<file path="src/rtl/qspi_rom_arbiter.sv">
// Round-robin arbiter sharing one QSPI ROM read port between instruction fetch and data reads,
// with an optional one-word fetch buffer that short-circuits repeated fetches of the same word.
module qspi_rom_arbiter #(
  parameter int ADDR_W = 24,
  parameter int BUF_EN = 1
) (
  input  logic              clk,
  input  logic              rst,
  input  logic              i_req,
  input  logic [ADDR_W-1:0] i_addr,
  output logic [31:0]       i_rdata,
  output logic              i_rdy,
  input  logic              d_req,
  input  logic [ADDR_W-1:0] d_addr,
  input  logic [1:0]        d_sz,
  output logic [31:0]       d_rdata,
  output logic              d_rdy,
  input  logic              inv,
  output logic [ADDR_W-1:0] rom_addr,
  output logic [1:0]        rom_sz,
  output logic              rom_trig,
  input  logic [31:0]       rom_do,
  input  logic              rom_rdy,
  output logic              busy
);

  typedef enum logic [1:0] {IDLE, ROM, RESP} state_t;

  state_t            state, state_nx;
  logic              gnt_d;
  logic              last_grant;
  logic              grant_i, grant_d;
  logic              hit;
  logic              buf_valid;
  logic [ADDR_W-3:0] buf_tag;
  logic [31:0]       buf_data;
  logic              unused_abits;

  // Fetch byte-lane bits never matter: fetches are always whole words.
  assign unused_abits = &{1'b0, i_addr[1:0]};

  assign hit = (BUF_EN != 0) && buf_valid && i_req && (i_addr[ADDR_W-1:2] == buf_tag);

  always_comb begin
    state_nx = state;
    grant_i  = 1'b0;
    grant_d  = 1'b0;
    case (state)
      IDLE: begin
        if (i_req && d_req) begin
          if (last_grant) grant_i = 1'b1;
          else            grant_d = 1'b1;
        end else if (i_req) begin
          grant_i = 1'b1;
        end else if (d_req) begin
          grant_d = 1'b1;
        end
        if (grant_d)      state_nx = ROM;
        else if (grant_i) state_nx = hit ? RESP : ROM;
      end
      ROM:     if (rom_rdy) state_nx = RESP;
      RESP:    state_nx = IDLE;
      default: state_nx = IDLE;
    endcase
  end

  always_ff @(posedge clk or negedge rst) begin
    if (!rst) state <= IDLE;
    else      state <= state_nx;
  end

  // Grant bookkeeping, ROM address latch, read data return and fetch buffer.
  always_ff @(posedge clk or negedge rst) begin
    if (!rst) begin
      gnt_d      <= 1'b0;
      last_grant <= 1'b0;
      rom_addr   <= '0;
      rom_sz     <= '0;
      i_rdata    <= '0;
      d_rdata    <= '0;
      buf_valid  <= 1'b0;
      buf_tag    <= '0;
      buf_data   <= '0;
    end else begin
      if (state == IDLE) begin
        if (grant_d) begin
          gnt_d    <= 1'b1;
          rom_addr <= d_addr;
          rom_sz   <= d_sz;
        end else if (grant_i) begin
          gnt_d <= 1'b0;
          if (hit) begin
            i_rdata <= buf_data;
          end else begin
            rom_addr <= {i_addr[ADDR_W-1:2], 2'b00};
            rom_sz   <= 2'd0;
          end
        end
      end
      if (state == ROM && rom_rdy) begin
        if (gnt_d) begin
          d_rdata <= rom_do;
        end else begin
          i_rdata <= rom_do;
          if (BUF_EN != 0) begin
            buf_tag   <= rom_addr[ADDR_W-1:2];
            buf_data  <= rom_do;
            buf_valid <= 1'b1;
          end
        end
      end
      if (state == RESP) last_grant <= gnt_d;
      // Invalidate takes priority over a fill landing on the same edge.
      if (inv) buf_valid <= 1'b0;
    end
  end

  assign rom_trig = (state == ROM);
  assign i_rdy    = (state == RESP) && !gnt_d;
  assign d_rdy    = (state == RESP) && gnt_d;
  assign busy     = (state != IDLE);

endmodule

</file>
<file path="config.mk">
export PLATFORM = sky130hd
export DESIGN_NAME = qspi_rom_arbiter
export DESIGN_NICKNAME = d
export VERILOG_FILES = /design/src/rtl/qspi_rom_arbiter.sv
export SDC_FILE = /design/constraint.sdc
export NUM_CORES = 1
export LEC_CHECK = 0
export CAP_MARGIN = 20
export CORE_MARGIN = 2
export CORE_UTILIZATION = 47
export CTS_CLUSTER_DIAMETER = 40
export DETAILED_ROUTE_END_ITERATION = 10
export HOLD_SLACK_MARGIN = 0.03
export PLACE_DENSITY_LB_ADDON = 0.15
export SETUP_SLACK_MARGIN = 0.02
export SLEW_MARGIN = 10
export SYNTH_ARGS = -nofsm -noshare
export SYNTH_HDL_FRONTEND = slang
export SYNTH_SLANG_ARGS = --single-unit
</file>
<file path="constraint.sdc">
create_clock -name clk -period 2.75 [get_ports clk]
set_input_delay 0.55 -clock clk [delete_from_list [all_inputs] [get_ports clk]]
set_output_delay 0.55 -clock clk [all_outputs]
set_load 0.02 [all_outputs]
</file>
### Word-level counts from Yosys, hierarchy flattened

Cells that the tools add are included.
W data, S select, Z words.

* register bits after elaboration: 149
* bits in read-only memories: 0
* output and inout port bits: 94
* memory bits (writable): 0
* memories: 0
* word-level logic and storage cells: 68
* input bits: 88
* bits in latches: 0

* shift operators: 0
* bitwise operators: 1
* reduce and logical (&&, ||, !) cells: 17
* magnitude comparators: 0
* divide/modulo/power cells: 0
* mux-type cells: 33
* add/subtract/negate cells: 0
* multiply operators: 0
* equality and inequality tests: 7

Operator list (number)
* $mux W32: 6
* $mux W24: 3
* $eq A22 B22 Y1: 1
* $mux W1: 16
* $mux W2: 7
* $reduce_and A2 Y1: 5
* $logic_and A1 B1 Y1: 6
* $reduce_bool A2 Y1: 3
* $ne A2 B2 Y1 const B: 2
* $pmux W2 S2: 1
* $ne A3 B3 Y1 const B: 1
* $reduce_and A3 Y1: 1
* $eq A2 B1 Y1 const B: 1
* $eq A2 B2 Y1 const B: 1
* $logic_not A2 Y1: 1
* $ne A2 B1 Y1 const B: 1
* $logic_not A1 Y1: 1
* $not A1 Y1: 1

### Depth between registers and ports, before layout

Gate-level depths: netlist of the first run.

* word-level depth: 9
* gate-level depth with buffers: 7
* depth with buffers taken out: 6

### Worst setup path after synthesis of the first run

Ideal clock, no wire load.

* kind: input-to-reg
* start: in i_addr[10]
* end: reg i_rdata[10]
* arrival: 1984 ps
* stages on the path: 7
* path buffers: 1
* slack: 629 ps
* setup time: 137 ps
* data required time: 2613 ps
* cells stage by stage: xor2_1 > nor4_1 > nand4_1 > nor3_4 > buf_8 > mux2i_1 > a21oi_1

* cells in the longest elaborated chain, start to end: 8

Ends and longest elaborated chain
* start: declaration: line 10 `input logic [ADDR_W-1:0] i_addr,`
* $eq A22 B22 Y1 (*): line 42 `assign hit = (BUF_EN != 0) && buf_valid && i_req && (i_addr[ADDR_W-1:2] == buf_tag);`
* $logic_and A1 B1 Y1 (*): line 42
* $mux W32 (*): line 92 `if (hit) begin`
* $mux W32 (*): line 90 `end else if (grant_i) begin`
* $mux W32 (*): line 86 `if (grant_d) begin`
* $mux W32 (*): line 85 `if (state == IDLE) begin`
* $mux W32: line 101 `if (gnt_d) begin`
* $mux W32 (*): line 100 `if (state == ROM && rom_rdy) begin`
* end signal: assignment: line 93 `i_rdata <= buf_data;`
* end signal: assignment: line 104 `i_rdata <= rom_do;`
* end: declaration: line 11 `output logic [31:0] i_rdata,`

Every way passes the cells marked *; elsewhere a longest branch is shown, timed or not.
A chain may end at the register's enable or synchronous reset.

### Worst setup path after layout of the first run

* start: in i_addr[10]
* end: reg i_rdata[14]

Same word-level chain as after synthesis.

==> results.yml, run 1 <==
run_status:
  status: "completed"
yosys:
  ys_warn_count: 0
  ys_seq_area_frac: 0.6001
  syn_inst: 495
  post-synth-top-area-cell: "dfrtp_1"
  synth_compound_area_frac: 0.07189
  synth_area_mm2: 0.006213
  yosys.area.top_type_share: 0.6001
  synth-simple-area-share: 0.06343
  synthesis.nets: 583
  synth_top_family_by_area: "multiplexers"
  avgSynthCellArea_um2: 12.55
  synth.area.mux_share: 0.2074
  synth-seq-cells: 149
  synth_fa_ha_area_frac: 0
  synth_cell_types: 26
  synth_xor_area_frac: 0.03101
  synth.area.top_cells: "dfrtp_1 60%, mux2_2 16%, mux2i_1 5.2%"
critical_path:
  critPathKind: "input port to register"
  cp_top_family: "simple AND/OR/NAND/NOR gates"
  cpMaxStageDelayCell: "clkdlybuf4s50_1"
  path_buf_inv: 3
  endpoint_kind: "register"
  worstPathMaxFanout: 19
  worstReg2RegStart: "buf_tag[8]"
  cp.required_ns: 3.04
  startpoint_type: "input port"
  arrival_ns: 2.83
  startpoint: "i_addr[10]"
  slowest_delay_ns: 0.45
  crit_chain: "clkdlybuf4s50_1 > xor2_1 > nor4_2 > buf_4 > nand4_1 > nor3_4 > buf_12 > mux2i_1 > a21oi_1"
layout:
  finish.utilization: 0.6801
  antenna_cells: 0
  syn2layout_area_growth_pct: 43.23
  layout.nets: 769
  drive_gt1_frac: 0.2032
  fillers: 957
  stdcell_count: 870
drt:
  drt_iter0_markers: 196
  viasPerCell: 5.134
  wl_mm: 14.12
  vias: 4467
  wl_per_cell_um: 16.23
  drc_errors: 0
  dr.pass1.iters: 5
  ant_nets: 0
global_routing:
  grt_overflow_total: 0
  grt_pass1_wl_mm: 23.12
  grt_pass1_vias: 4623
  antenna_found_initial: 0
  grt.total_usage: 0.2091
  grt_max_degree: 66
clocking:
  numCtsBuffers: 17
  tritoncts: "yes"
  post_cts_resized: 0
  clock_sinks: 149
  postCtsSetupBuffers: 0
  insertion_delay_ns: 0.42
  clock_path_buffers: 2
  clkTransAtPathRegs_ns: 0.06
  root_buffer: "clkbuf_16"
  hold_buffers: 0
  ctsHtreeMaxLevel: 4
floorplan:
  rows: 42
  pin_count: 182
  dieArea_mm2: 0.01416
  start_util: 0.4749
  core_area_mm2: 0.01309
  dieWidth_um: 119.0
  die_height_um: 119.0
timing:
  finalMaxSlewViolations: 0
  max_freq_mhz: 393.0
  final.setup.tns_ns: 0
  setup_violations: 0
  rsz0062_at_grt: "false"
  min_period_ns: 2.545
  fin_crit_sh: 0.9253
  worstMarginPinSlew_ns: 0.6306
  slew_headroom: 0.5796
  fin_worst_skew_ns: 0.006845
  finalHoldViolations: 0
hold_path:
  worst_hold_path_type: "input port to async pin"
power_and_ir_drop:
  power_density_mw_per_mm2: 1196
  ir_drop_mv: 0.6608
  p_leak_nw: 3.682
place:
  place_congestion: 0.8249
  dp_hpwl_mm: 9.750
  io_buffer_count: 179
  post-place-cells: 837
run:
  drv_cap: 0
-- per-layer routing --
metal	track usage	wire length, µm	vias up
li1	-	-	2126
met4	0.08705	287	0
met1	0.2642	6131	2199
met3	0.05987	739	22
met2	0.3384	6957	120
met5	0	0	-
-- per-stage QoR --
| step | power, W | setup WS (ns) | hold WS, ns | cell area, µm² |
|---|---|---|---|---|
| floorplan | 0.006381 | 0.6292 | 0.2544 | 6213 |
| global placement | 0.008327 | -0.2311 | 0.4745 | 8303 |
| detailed placement | 0.008495 | -0.2605 | 0.4860 | 8303 |
| CTS | 0.01072 | 0.1707 | 0.1315 | 8866 |
| global route | 0.01128 | 0.06613 | 0.1615 | 8900 |
| finish | 0.01065 | 0.2054 | 0.1183 | 8900 |
-- cell type report --
| class | instances | area [µm²] | area share |
|---|---|---|---|
| Sequential cell | 149 | 3729 | 0.4190 |
| Multi-Input combinational cell | 313 | 2345 | 0.2635 |
| Timing Repair Buffer | 196 | 2028 | 0.2279 |
| Clock buffer | 20 | 456.7 | 0.05131 |
| Tap cell | 176 | 220.2 | 0.02474 |
| Clock inverter | 12 | 106.4 | 0.01195 |
| Inverter | 4 | 15.01 | 0.001687 |
-- registers in the layout (all words and copies together), names as in the netlist --
name        flops
state           2
i_rdata        32
gnt_d           1
buf_tag        22
d_rdata        32
rom_addr       24
rom_sz          2
last_grant      1
buf_valid       1
buf_data       32
-- worst register-to-register path, stage by stage, from the launching register on --
cell and delay (ns):
dfrtp_1 0.38, xor2_1 0.16, nor4_2 0.34, buf_4 0.16
nand4_1 0.23, nor3_4 0.35, buf_12 0.24, mux2i_1 0.22
a21oi_1 0.09
-- logic make-up (layout without fill, tap and decap cells) --
| logic type | after synthesis | in the layout |
|---|---|---|
| flops | 149 | 149 |
| buf+inv | 33 | 232 |
| simple gates | 91 | 91 |
| mux | 118 | 118 |
| compound gates | 82 | 82 |
| xor+xnor | 22 | 22 |
-- Yosys cell counts, drive strengths merged --
cell type,count
a21o,1
a21oi,56
and3,2
buf,9
clkbuf,20
dfrtp,149
inv,4
mux2,86
mux2i,32
nand2,15
nand3,6
nand3b,1
nand4,1
nor2,57
nor3,2
nor4,5
o21ai,1
o21bai,1
o22ai,22
o311ai,1
or2,1
or4,1
xor2,22
-- cell usage in the layout (no fill, tap or decap), types with 4 or more instances in the layout --
cell,Yosys,final
nor2_1,57,57
buf_4,0,9
nand2_1,15,15
a21oi_1,56,56
o22ai_1,22,22
clkbuf_16,0,17
inv_1,4,4
clkinvlp_4,0,4
buf_12,0,7
nor4_1,5,4
mux2i_1,32,32
clkinv_2,0,4
clkdlybuf4s50_1,0,178
xor2_1,22,22
dfrtp_1,149,149
nand3_1,6,5
mux2_2,86,86
-- final timing paths --
kind / slack [ns] / to / depth (start not counted)
hold reg to reg: 0.49 / rom_sz[0] / 2
hold / removal: 0.12 / buf_data[8] / 1
setup reg to reg: 0.45 / i_rdata[14] / 8
max in group asynchronous: 1.91 / buf_tag[2] / 2
min in group clk: 0.49 / rom_sz[0] / 2
setup / recovery: 0.21 / i_rdata[14] / 9
-- where the power goes --
group,internal [W],switching [W]
sequential,0.00331,0.000629
combinational,0.00239,0.00215
clock,0.00129,0.000890
total,0.00698,0.00367
(Power assumes the default switching activity.)
==> run 2: changes to the inputs <==
--- a/config.mk
+++ b/config.mk
@@ -5,7 +5,6 @@
 export SDC_FILE = /design/constraint.sdc
 export NUM_CORES = 1
 export LEC_CHECK = 0
-export CAP_MARGIN = 20
 export CORE_MARGIN = 2
 export CORE_UTILIZATION = 47
 export CTS_CLUSTER_DIAMETER = 40
==> results.yml, run 2 (synthesis results as in run 1) <==
power_and_ir_drop:
  p_int_w: 0.006956
  ir_drop_mv: 0.6608
  power_switching_w: 0.003664
  power_frac_seq: 0.370
  power_density_mw_per_mm2: 1197
  power_frac_comb: 0.424
  pwr-share-clk: 0.205
  p_leak_nw: 3.670
  p_sw_frac: 0.3450
timing:
  fin_crit_sh: 0.9264
  finalHoldViolations: 0
  rsz0062_at_grt: "false"
  slew_headroom: 0.2423
  max_freq_mhz: 392.5
  min_period_ns: 2.548
  setup_violations: 0
  fin_worst_skew_ns: 0.006630
  finalMaxSlewViolations: 0
  worstMarginPinSlew_ns: 1.137
  timing.hold.ws_ns: 0.1184
clocking:
  ctsHtreeMaxLevel: 4
  insertion_delay_ns: 0.42
  hold_buffers: 0
  postCtsSetupBuffers: 0
  numCtsBuffers: 17
  clkTransAtPathRegs_ns: 0.06
  tritoncts: "yes"
  clock_sinks: 149
  root_buffer: "clkbuf_16"
  clock_path_buffers: 2
floorplan:
  die_height_um: 119.0
  dieArea_mm2: 0.01416
  core_area_mm2: 0.01309
  start_util: 0.4749
  dieWidth_um: 119.0
  pin_count: 182
  rows: 42
place:
  place_congestion: 0.8249
  dp_hpwl_mm: 9.750
  io_buffer_count: 179
layout:
  finish.utilization: 0.6780
  drive_gt1_frac: 0.2020
  top_regs: "buf_data: 32 flops, d_rdata: 32 flops, i_rdata: 32 flops"
  syn2layout_area_growth_pct: 42.79
  layout_common_cells: "178 x clkdlybuf4s50_1, 149 x dfrtp_1, 86 x mux2_2, 57 x nor2_1, 56 x a21oi_1"
  antenna_cells: 0
  layout.nets: 768
  final_common_cell: "clkdlybuf4s50_1"
drt:
  dr.pass1.iters: 5
  wl_per_cell_um: 16.17
  viasPerCell: 5.159
  drc_errors: 0
  drt_iter0_markers: 198
  wl_mm: 14.05
  vias: 4483
  ant_nets: 0
run_status:
  status: "completed"
critical_path:
  crit_chain: "clkdlybuf4s50_1 > xor2_1 > nor4_2 > buf_4 > nand4_1 > nor3_4 > buf_12 > mux2i_1 > a21oi_1"
  cp.required_ns: 3.04
  worstSetupPathDepth: 9
  cp_top_family: "simple AND/OR/NAND/NOR gates"
  worstReg2RegStart: "buf_tag[8]"
  r2r_slack_ns: 0.44
  worstRegToRegCells: 8
  path_buf_inv: 3
  startpoint_type: "input port"
  critPathKind: "input port to register"
  slowest_delay_ns: 0.45
  arrival_ns: 2.84
  cpMaxStageDelayCell: "clkdlybuf4s50_1"
  startpoint: "i_addr[10]"
  worstPathMaxFanout: 19
  endpoint_kind: "register"
hold_path:
  worst_hold_path_type: "input port to async pin"
global_routing:
  grt_pass1_vias: 4623
  grt.total_usage: 0.2091
  grt_overflow_total: 0
  grt_pass1_wl_mm: 23.12
  antenna_found_initial: 0
  grt_max_degree: 66
run:
  drv_cap: 0
==> run 2: routing by layer <==
| metal | vias up | part of all wire | global-route usage |
|---|---|---|---|
| met1 | 2205 | 0.43 | 0.2642 |
| met2 | 129 | 0.49 | 0.3384 |
| met5 | - | 0 | 0 |
| met3 | 22 | 0.055 | 0.05987 |
| li1 | 2127 | - | - |
| met4 | 0 | 0.021 | 0.08705 |
==> run 2: power groups by stage <==
stage	sequential, W	combinational, W	clock, W
final	0.00393	0.00451	0.00218
after detailed placement	0.00397	0.00452	0
after floorplan	0.00468	0.00170	0
after global routing	0.00408	0.00483	0.00234
after global placement	0.00389	0.00443	0
after CTS	0.00394	0.00455	0.00223
==> run 2: repair_timing <==
item / 4_1_cts / 5_1_grt
endpoints found under the hold margin: 0 / 0
gates resized for setup: 0 / 1
endpoints found under the setup margin: 0 / 9
==> run 2: per-stage QoR <==
stage / TNS (ns) / instances / instance area (µm²) / total power [W] / worst slack [ns]
3_5_place_dp: -10.84 / 837 / 8303 / 0.008495 / -0.2605
2_1_floorplan: 0 / 495 / 6213 / 0.006381 / 0.6292
6_report: 0 / 869 / 8872 / 0.01062 / 0.2024
3_3_place_gp: -10.03 / 837 / 8303 / 0.008327 / -0.2311
4_1_cts: 0 / 869 / 8866 / 0.01072 / 0.1707
5_1_grt: 0 / 869 / 8872 / 0.01125 / 0.06613
==> run 2: worst paths after layout <==
path | end
worst max-delay path | i_rdata[14]
worst min-delay path | buf_data[8]
worst max register to register | i_rdata[14]
worst min register to register | rom_sz[0]
max in group asynchronous | buf_tag[9]
min in group clk | rom_sz[0]
==> run 2: final cells by class <==
class / instances / area, µm²
sequential: 149 / 3729
fill: 964 / 4213
tap: 176 / 220.2
clock buffer: 20 / 456.7
clock inverter: 12 / 106.4
multi-input combinational: 313 / 2345
timing repair buffer: 195 / 2001
inverter: 4 / 15.01
==> run 2: worst reg2reg max path: cells and delay by family (launching register included) <==
kind / cells / cell delay (ns)
simple gates: 3 / 0.91
buf+inv: 2 / 0.40
flops: 1 / 0.38
mux: 1 / 0.22
compound gates: 1 / 0.09
xor+xnor: 1 / 0.16
